File: config.mk
export PLATFORM = sky130hd
export DESIGN_NAME = rf_port_arbiter
export DESIGN_NICKNAME = d
export VERILOG_FILES = /design/src/rtl/core.sv /design/src/rtl/rf_port_arbiter.sv
export SDC_FILE = /design/constraint.sdc
export NUM_CORES = 1
export LEC_CHECK = 0
export ABC_AREA = 1
export CORE_AREA = 4 4 98 109
export CTS_CLUSTER_SIZE = 12
export DETAILED_ROUTE_END_ITERATION = 8
export DIE_AREA = 0 0 102 113
export GPL_ROUTABILITY_DRIVEN = 1
export PLACE_DENSITY = 0.84
export SYNTH_ARGS = -nofsm -noshare
export SYNTH_HDL_FRONTEND = slang
export SYNTH_SLANG_ARGS = --single-unit
File: constraint.sdc
create_clock -name clk -period 5.7 [get_ports clk]
set_input_delay 0.57 -clock clk [delete_from_list [all_inputs] [get_ports clk]]
set_output_delay 0.57 -clock clk [all_outputs]
set_load 0.01 [all_outputs]
File: src/rtl/core.sv
// Shared core-level types and constants for TachyonCore blocks.
package core;

   localparam int RF_ADDR_WIDTH   = 5;
   localparam int REG_WIDTH       = 32;
   localparam int DBG_RF_MAX_WAIT = 8;

   typedef enum logic [2:0] {
      IDLE,
      PEND,
      STALL,
      RDATA,
      ACK
   } RfArbState;

endpackage

File: src/rtl/rf_port_arbiter.sv
// Shares the RF write port and read port 2 between the pipeline and the debug path.
// Pipeline wins every contested cycle; a starved debug access eventually forces a pipeline stall.
module rf_port_arbiter
   import core::*;
#(
   parameter int RF_ADDR_WIDTH = core::RF_ADDR_WIDTH,
   parameter int REG_WIDTH     = core::REG_WIDTH,
   parameter int MAX_WAIT      = core::DBG_RF_MAX_WAIT
) (
   input  logic                     clk,
   input  logic                     rst,
   input  logic                     wb_wr_en,
   input  logic [RF_ADDR_WIDTH-1:0] wb_wr_addr,
   input  logic [REG_WIDTH-1:0]     wb_wr_val,
   input  logic                     pipe_rd2_en,
   input  logic [RF_ADDR_WIDTH-1:0] pipe_rd2_addr,
   input  logic                     dbg_req,
   input  logic                     dbg_wr_rd,
   input  logic [RF_ADDR_WIDTH-1:0] dbg_addr,
   input  logic [REG_WIDTH-1:0]     dbg_wdata,
   output logic                     dbg_ack,
   output logic [REG_WIDTH-1:0]     dbg_rdata,
   output logic                     dbg_busy,
   output logic                     dbg_overrun,
   output logic                     pipe_stall,
   output logic                     rf_wr_en,
   output logic [RF_ADDR_WIDTH-1:0] rf_wr_addr,
   output logic [REG_WIDTH-1:0]     rf_wr_val,
   output logic [RF_ADDR_WIDTH-1:0] rf_rd2_addr,
   input  logic [REG_WIDTH-1:0]     rf_rd2_val
);

   localparam int CNT_WIDTH = $clog2(MAX_WAIT) + 1;
   localparam logic [CNT_WIDTH-1:0] CNT_LAST = CNT_WIDTH'(MAX_WAIT - 1);

   generate
      if (MAX_WAIT < 1) begin : g_bad_max_wait
         $error("rf_port_arbiter: MAX_WAIT must be >= 1");
      end
   endgenerate

   RfArbState                state, state_next;
   logic [CNT_WIDTH-1:0]     wait_cnt, wait_next;
   logic                     hold_wr;
   logic [RF_ADDR_WIDTH-1:0] hold_addr;
   logic [REG_WIDTH-1:0]     hold_wdata;
   logic                     contending;
   logic                     port_free;
   logic                     dbg_owns_wr;
   logic                     dbg_owns_rd;

   // Only the latched request reaches the RF, never the live dbg_* inputs.
   assign contending  = (state == PEND) || (state == STALL);
   assign port_free   = hold_wr ? !wb_wr_en : !pipe_rd2_en;
   assign dbg_owns_wr = contending && hold_wr && !wb_wr_en;
   assign dbg_owns_rd = contending && !hold_wr && !pipe_rd2_en;

   assign rf_wr_en    = dbg_owns_wr ? 1'b1       : wb_wr_en;
   assign rf_wr_addr  = dbg_owns_wr ? hold_addr  : wb_wr_addr;
   assign rf_wr_val   = dbg_owns_wr ? hold_wdata : wb_wr_val;
   assign rf_rd2_addr = dbg_owns_rd ? hold_addr  : pipe_rd2_addr;
   assign dbg_busy    = (state != IDLE);

   always_comb begin
      state_next = state;
      wait_next  = wait_cnt;
      case (state)
         IDLE: begin
            wait_next = '0;
            if (dbg_req) state_next = PEND;
         end
         PEND: begin
            if (port_free) begin
               state_next = hold_wr ? ACK : RDATA;
            end else if (wait_cnt == CNT_LAST) begin
               state_next = STALL;
            end else begin
               wait_next = wait_cnt + CNT_WIDTH'(1);
            end
         end
         STALL: begin
            if (port_free) state_next = hold_wr ? ACK : RDATA;
         end
         RDATA: state_next = ACK;
         ACK: begin
            state_next = IDLE;
            wait_next  = '0;
         end
         default: state_next = IDLE;
      endcase
   end

   always_ff @(posedge clk or posedge rst) begin
      if (rst) begin
         state       <= IDLE;
         wait_cnt    <= '0;
         hold_wr     <= 1'b0;
         hold_addr   <= '0;
         hold_wdata  <= '0;
         dbg_ack     <= 1'b0;
         dbg_rdata   <= '0;
         dbg_overrun <= 1'b0;
         pipe_stall  <= 1'b0;
      end else begin
         state      <= state_next;
         wait_cnt   <= wait_next;
         dbg_ack    <= (state_next == ACK);
         pipe_stall <= (state_next == STALL);
         if (dbg_req && (state == IDLE)) begin
            hold_wr    <= dbg_wr_rd;
            hold_addr  <= dbg_addr;
            hold_wdata <= dbg_wdata;
         end
         // A request while an access is outstanding is dropped but remembered.
         if (dbg_req && (state != IDLE)) dbg_overrun <= 1'b1;
         if (state == RDATA) dbg_rdata <= rf_rd2_val;
      end
   end

endmodule

* Word-level counts from Yosys, hierarchy flattened
Cells that the tools add are included.
** Operators by class
- $add $sub $neg :: 1
- Equality and inequality tests :: 9
- Mux-type cells :: 14
- Reduce and logical (&&, ||, !) cells :: 15
** Operator list (count)
- 32-bit two-way mux :: 1
- 3-bit two-way mux :: 5
- 3-bit one-hot mux with 4 select lines :: 1
- 5-bit two-way mux :: 2
- 3-bit by 2-bit == test with 1-bit output (second input constant) :: 3
- 4-bit two-way mux :: 2
- 4-bit one-hot mux with 2 select lines :: 1
- 3-bit == test (second input constant) :: 2
- 1-bit logical AND :: 6
- 4-bit by 1-bit adder with 4-bit output (second input constant) :: 1
- 4-bit by 3-bit == test with 1-bit output (second input constant) :: 1
- 2-bit != test (second input constant) :: 2
- 3-bit by 1-bit == test with 1-bit output (second input constant) :: 1
- 1-bit logical NOT :: 3
- 3-bit logical NOT :: 1
- 3-bit AND reduction :: 1
- 3-bit nonzero test :: 1
- 1-bit two-way mux :: 2
- 2-bit nonzero test :: 1
- 2-bit OR reduction :: 1
- 1-bit logical OR :: 1
** Word-level totals
- Bits in registers :: 80
- Input port bits :: 117

* Logic depth before layout (Yosys ltp)
- Word-level depth :: 5
- Gate-level depth with buffers :: 8
- Gate-level depth less buffers :: 7

* Least setup slack after synthesis
No wires, ideal clock.
- Path kind :: reg-to-output
- Start point :: reg state[0]
- End point :: out rf_wr_val[18]
- Data arrival time :: 1.198 ns
- Required time :: 5.130 ns
- Setup slack :: 3.932 ns
- Cell stages (with the launch flop) :: 8
- Path through :: dfrtp_1 inv_2 nand2_4 nand3_4 inv_4 nand2_4 buf_6 o21ai_1
** On the way
- Cells in the longest elaborated chain, start to end :: 5
- Elaborated cells on any way between the ends :: 6
- Those cells by class :: eq/ne (2); mux (1); reduce/logical (3)
** Ends and longest elaborated chain
- start, declared :: RTL line rf_port_arbiter.sv:42 : RfArbState state, state_next;
- start signal, assigned :: RTL line rf_port_arbiter.sv:105 : state <= state_next;
- 3-bit by 1-bit == test with 1-bit output / 3-bit by 2-bit == test with 1-bit output (equally long branches) :: RTL line rf_port_arbiter.sv:53 : assign contending = (state == PEND) || (state == STALL);
- 1-bit logical OR (*) :: RTL line rf_port_arbiter.sv:53
- 1-bit logical AND (*) (2 in series) :: RTL line rf_port_arbiter.sv:55 : assign dbg_owns_wr = contending && hold_wr && !wb_wr_en;
- 32-bit two-way mux (*) :: RTL line rf_port_arbiter.sv:60 : assign rf_wr_val = dbg_owns_wr ? hold_wdata : wb_wr_val;
- end, declared :: RTL line rf_port_arbiter.sv:28 : output logic [REG_WIDTH-1:0] rf_wr_val,
Every way passes the cells marked *; elsewhere a longest branch is shown, timed or not.

* Worst setup path in the final report
- Start point :: in wb_wr_en
- End point :: out rf_wr_val[15]
** On the way
- Cells in the longest elaborated chain, start to end :: 3
** Ends and longest elaborated chain
- start, declared :: RTL line rf_port_arbiter.sv:12 : input logic wb_wr_en,
- 1-bit logical NOT :: RTL line rf_port_arbiter.sv:55
- 1-bit logical AND :: RTL line rf_port_arbiter.sv:55
- 32-bit two-way mux :: RTL line rf_port_arbiter.sv:60
Every way passes these cells.

==> results.json <==
{
  "cts_tree": "done",
  "drt_iter0_drc": 153,
  "synth_compound_area_share_pct": 12.1,
  "finalCritPeriodShare_pct": 57.9,
  "p_switching_uw": 961,
  "grt_max_degree": 81,
  "cp.arrival_ns": 2.73,
  "cts_buffers": 9,
  "cts_hold_buffers": 0,
  "synth_fa_ha_area_share_pct": 0.331,
  "hold_class": "register to register",
  "power.density_nw_per_um2": 452,
  "cp-end-kind": "primary output",
  "drc": 0,
  "seq_power_share_pct": 35.4,
  "grt_util_met2_pct": 30.2,
  "rows": 38,
  "overflow": 0,
  "diodes": 0,
  "coreArea_um2": 9700,
  "synth-seq-cells": 80,
  "crit_fanout": 72,
  "grt_pass1_vias": 3594,
  "fin_setup_tns_ns": 0,
  "synth_area_um2": 3780,
  "worst_slew_pin_slew_ns": 0.994,
  "drt_first_pass_iters": 4,
  "nets": 702,
  "die_area_um2": 11500,
  "viasPerCell": 4.80,
  "synth_top_family_by_area": "simple AND/OR/NAND/NOR gates",
  "final_hold_viol_count": 0,
  "leakage_nw": 2.76,
  "rr_endpoint": "dbg_rdata[18]",
  "grt_pass1_wl_um": 16300,
  "place.gp.congestion": 0.806,
  "start_util_pct": 38.9,
  "swShare_pct": 35.8,
  "finalSetupViolations": 0,
  "cts.reportedPaths.clkPinSlew_ns": 0.07,
  "min_delay_worst_endpoint": "dbg_overrun",
  "reg2reg_from": "state[2]",
  "max-vdd-ir-drop_uv": 297,
  "hold_depth": 1,
  "outcome": "finished clean",
  "start_kind": "primary input",
  "p_int_mw": 1.72,
  "wl_per_cell_um": 14.4,
  "postRouteAntennaNets": 0,
  "grt-busiest-layer": "met2",
  "worstSetupPathType": "primary input to primary output",
  "final_cell_mix": "195 x clkdlybuf4s50_1, 80 x dfrtp_1, 77 x nand2_1",
  "antenna_found_initial": 0,
  "synthCells": 394,
  "synthDistinctLibCells": 26,
  "pwr-share-comb_pct": 50.3,
  "syn2layout_area_growth_pct": 57.0,
  "p_clk_share_pct": 14.3,
  "fill_cells": 809,
  "cts_setup_buffers": 0,
  "layout-drive-gt1-share_pct": 13.6,
  "insertion_delay_ns": 0.33,
  "die_w_um": 102,
  "grtUsageMet3_pct": 6.97,
  "clock.fmax_mhz": 303,
  "die_h_um": 113,
  "portBuffers": 195,
  "whs_ns": 0.471,
  "cp.required_ns": 5.13,
  "cts_buffer_depth": 2,
  "place_hpwl_um": 7830,
  "relSlewSlack_pct": 33.7,
  "hold_path.startpoint": "dbg_overrun",
  "groute.layer.met1.usage_pct": 19.1,
  "min_period_ns": 3.30,
  "yosys.area_share.simple_pct": 16.9,
  "syn_nets": 512,
  "clock-sinks": 80,
  "drv_slew": 0,
  "track_usage_pct": 17.9,
  "rsz0062_at_grt": "false",
  "avgSynthCellArea_um2": 9.59,
  "vias": 3405,
  "yosys_warnings": 0,
  "muxShareOfSynthArea_pct": 9.54,
  "reg2regPathDepth": 3,
  "drt-total-wl_um": 10200,
  "regToRegSetupSlack_ns": 3.75,
  "skew_ns": 0.00656,
  "mostFrequentLayoutCell": "clkdlybuf4s50_1",
  "drv_cap": 0,
  "clock-root-buffer": "clkbuf_8",
  "htreeDepth": 3,
  "synth_xor_area_share_pct": 0,
  "io_pins": 196,
  "ys_seq_area_share_pct": 53.0,
  "cts_resized": 0
}
power groups by stage:
stage | registers [mW] | clock network (mW) | logic (mW)
4_1_cts | 0.951 | 0.403 | 1.37
2_1_floorplan | 1.00 | 0 | 0.693
3_5_place_dp | 0.960 | 0 | 1.37
6_report | 0.950 | 0.383 | 1.35
3_3_place_gp | 0.945 | 0 | 1.33
5_1_grt | 0.983 | 0.427 | 1.49
worst max path at each step:
stage               cells after the start  startpoint             to  slack (ns)
floorplan                               1         rst        dbg_ack        3.08
global placement                        6    wb_wr_en  rf_wr_val[12]        2.47
detailed placement                      6    wb_wr_en  rf_wr_val[15]        2.38
CTS                                     6    wb_wr_en  rf_wr_val[15]        2.38
global route                            6    wb_wr_en  rf_wr_val[15]        2.26
finish                                  6    wb_wr_en  rf_wr_val[15]        2.40
flip-flops by register name (all words and copies together), names as in the netlist:
signal and count:
dbg_rdata 32, dbg_overrun 1, hold_wr 1, hold_addr 5
wait_cnt 4, hold_wdata 32, dbg_ack 1, state 3
pipe_stall 1
per-layer routing:
| metal | vias up | wire, um |
|---|---|---|
| met3 | 24 | 1160 |
| met1 | 1570 | 3840 |
| li1 | 1643 | - |
| met2 | 168 | 4930 |
| met4 | 0 | 307 |
| met5 | - | 0 |
worst max-delay path, stage by stage:
cell,delay (ns)
clkdlybuf4s50_1,0.59
nor2_8,0.08
nand2_4,0.57
nand2_1,0.18
o21ai_2,0.11
clkdlybuf4s50_1,0.57
cells in the mapped netlist, drive strengths merged:
library cell / number / area share, %
nand2: 81 / 8.7
dfrtp: 80 / 53
inv: 44 / 4.4
nor2: 43 / 4.9
o21ai: 38 / 7.0
a21oi: 35 / 4.6
mux2: 32 / 9.5
nand3: 18 / 2.8
buf: 17 / 3.7
nand4: 2 / 0.33
a21o: 1 / 0.20
ha: 1 / 0.33
nor3: 1 / 0.13
o21bai: 1 / 0.20
cell families after synthesis:
group	count (synthesis)
AND/OR/NAND/NOR	145
buffers and inverters	61
multiplexers	32
flip-flops	80
AO/OA/AOI/OAI	75
adder cells (fa/ha/maj)	1
layout make-up:
cell class | count | area [um2] | share of cell area, %
Inverter | 44 | 169 | 2.85
Clock buffer | 13 | 169 | 2.85
Tap cell | 120 | 150 | 2.53
Sequential cell | 80 | 2000 | 33.7
Multi-Input combinational cell | 253 | 1470 | 24.7
Timing Repair Buffer | 196 | 1960 | 33.0
Clock inverter | 3 | 15.0 | 0.253
stage by stage:
stage / area [um2] / setup WS, ns / util [%] / instances / total power [mW]
floorplan: 3780 / 3.08 / - / 394 / 1.69
global placement: 5750 / 2.47 / 59.3 / 693 / 2.27
detailed placement: 5750 / 2.38 / 59.3 / 693 / 2.33
CTS: 5930 / 2.38 / 61.2 / 709 / 2.73
global route: 5930 / 2.26 / 61.2 / 709 / 2.90
finish: 5930 / 2.40 / 61.2 / 709 / 2.68
Power figures use the tool's default switching activity.
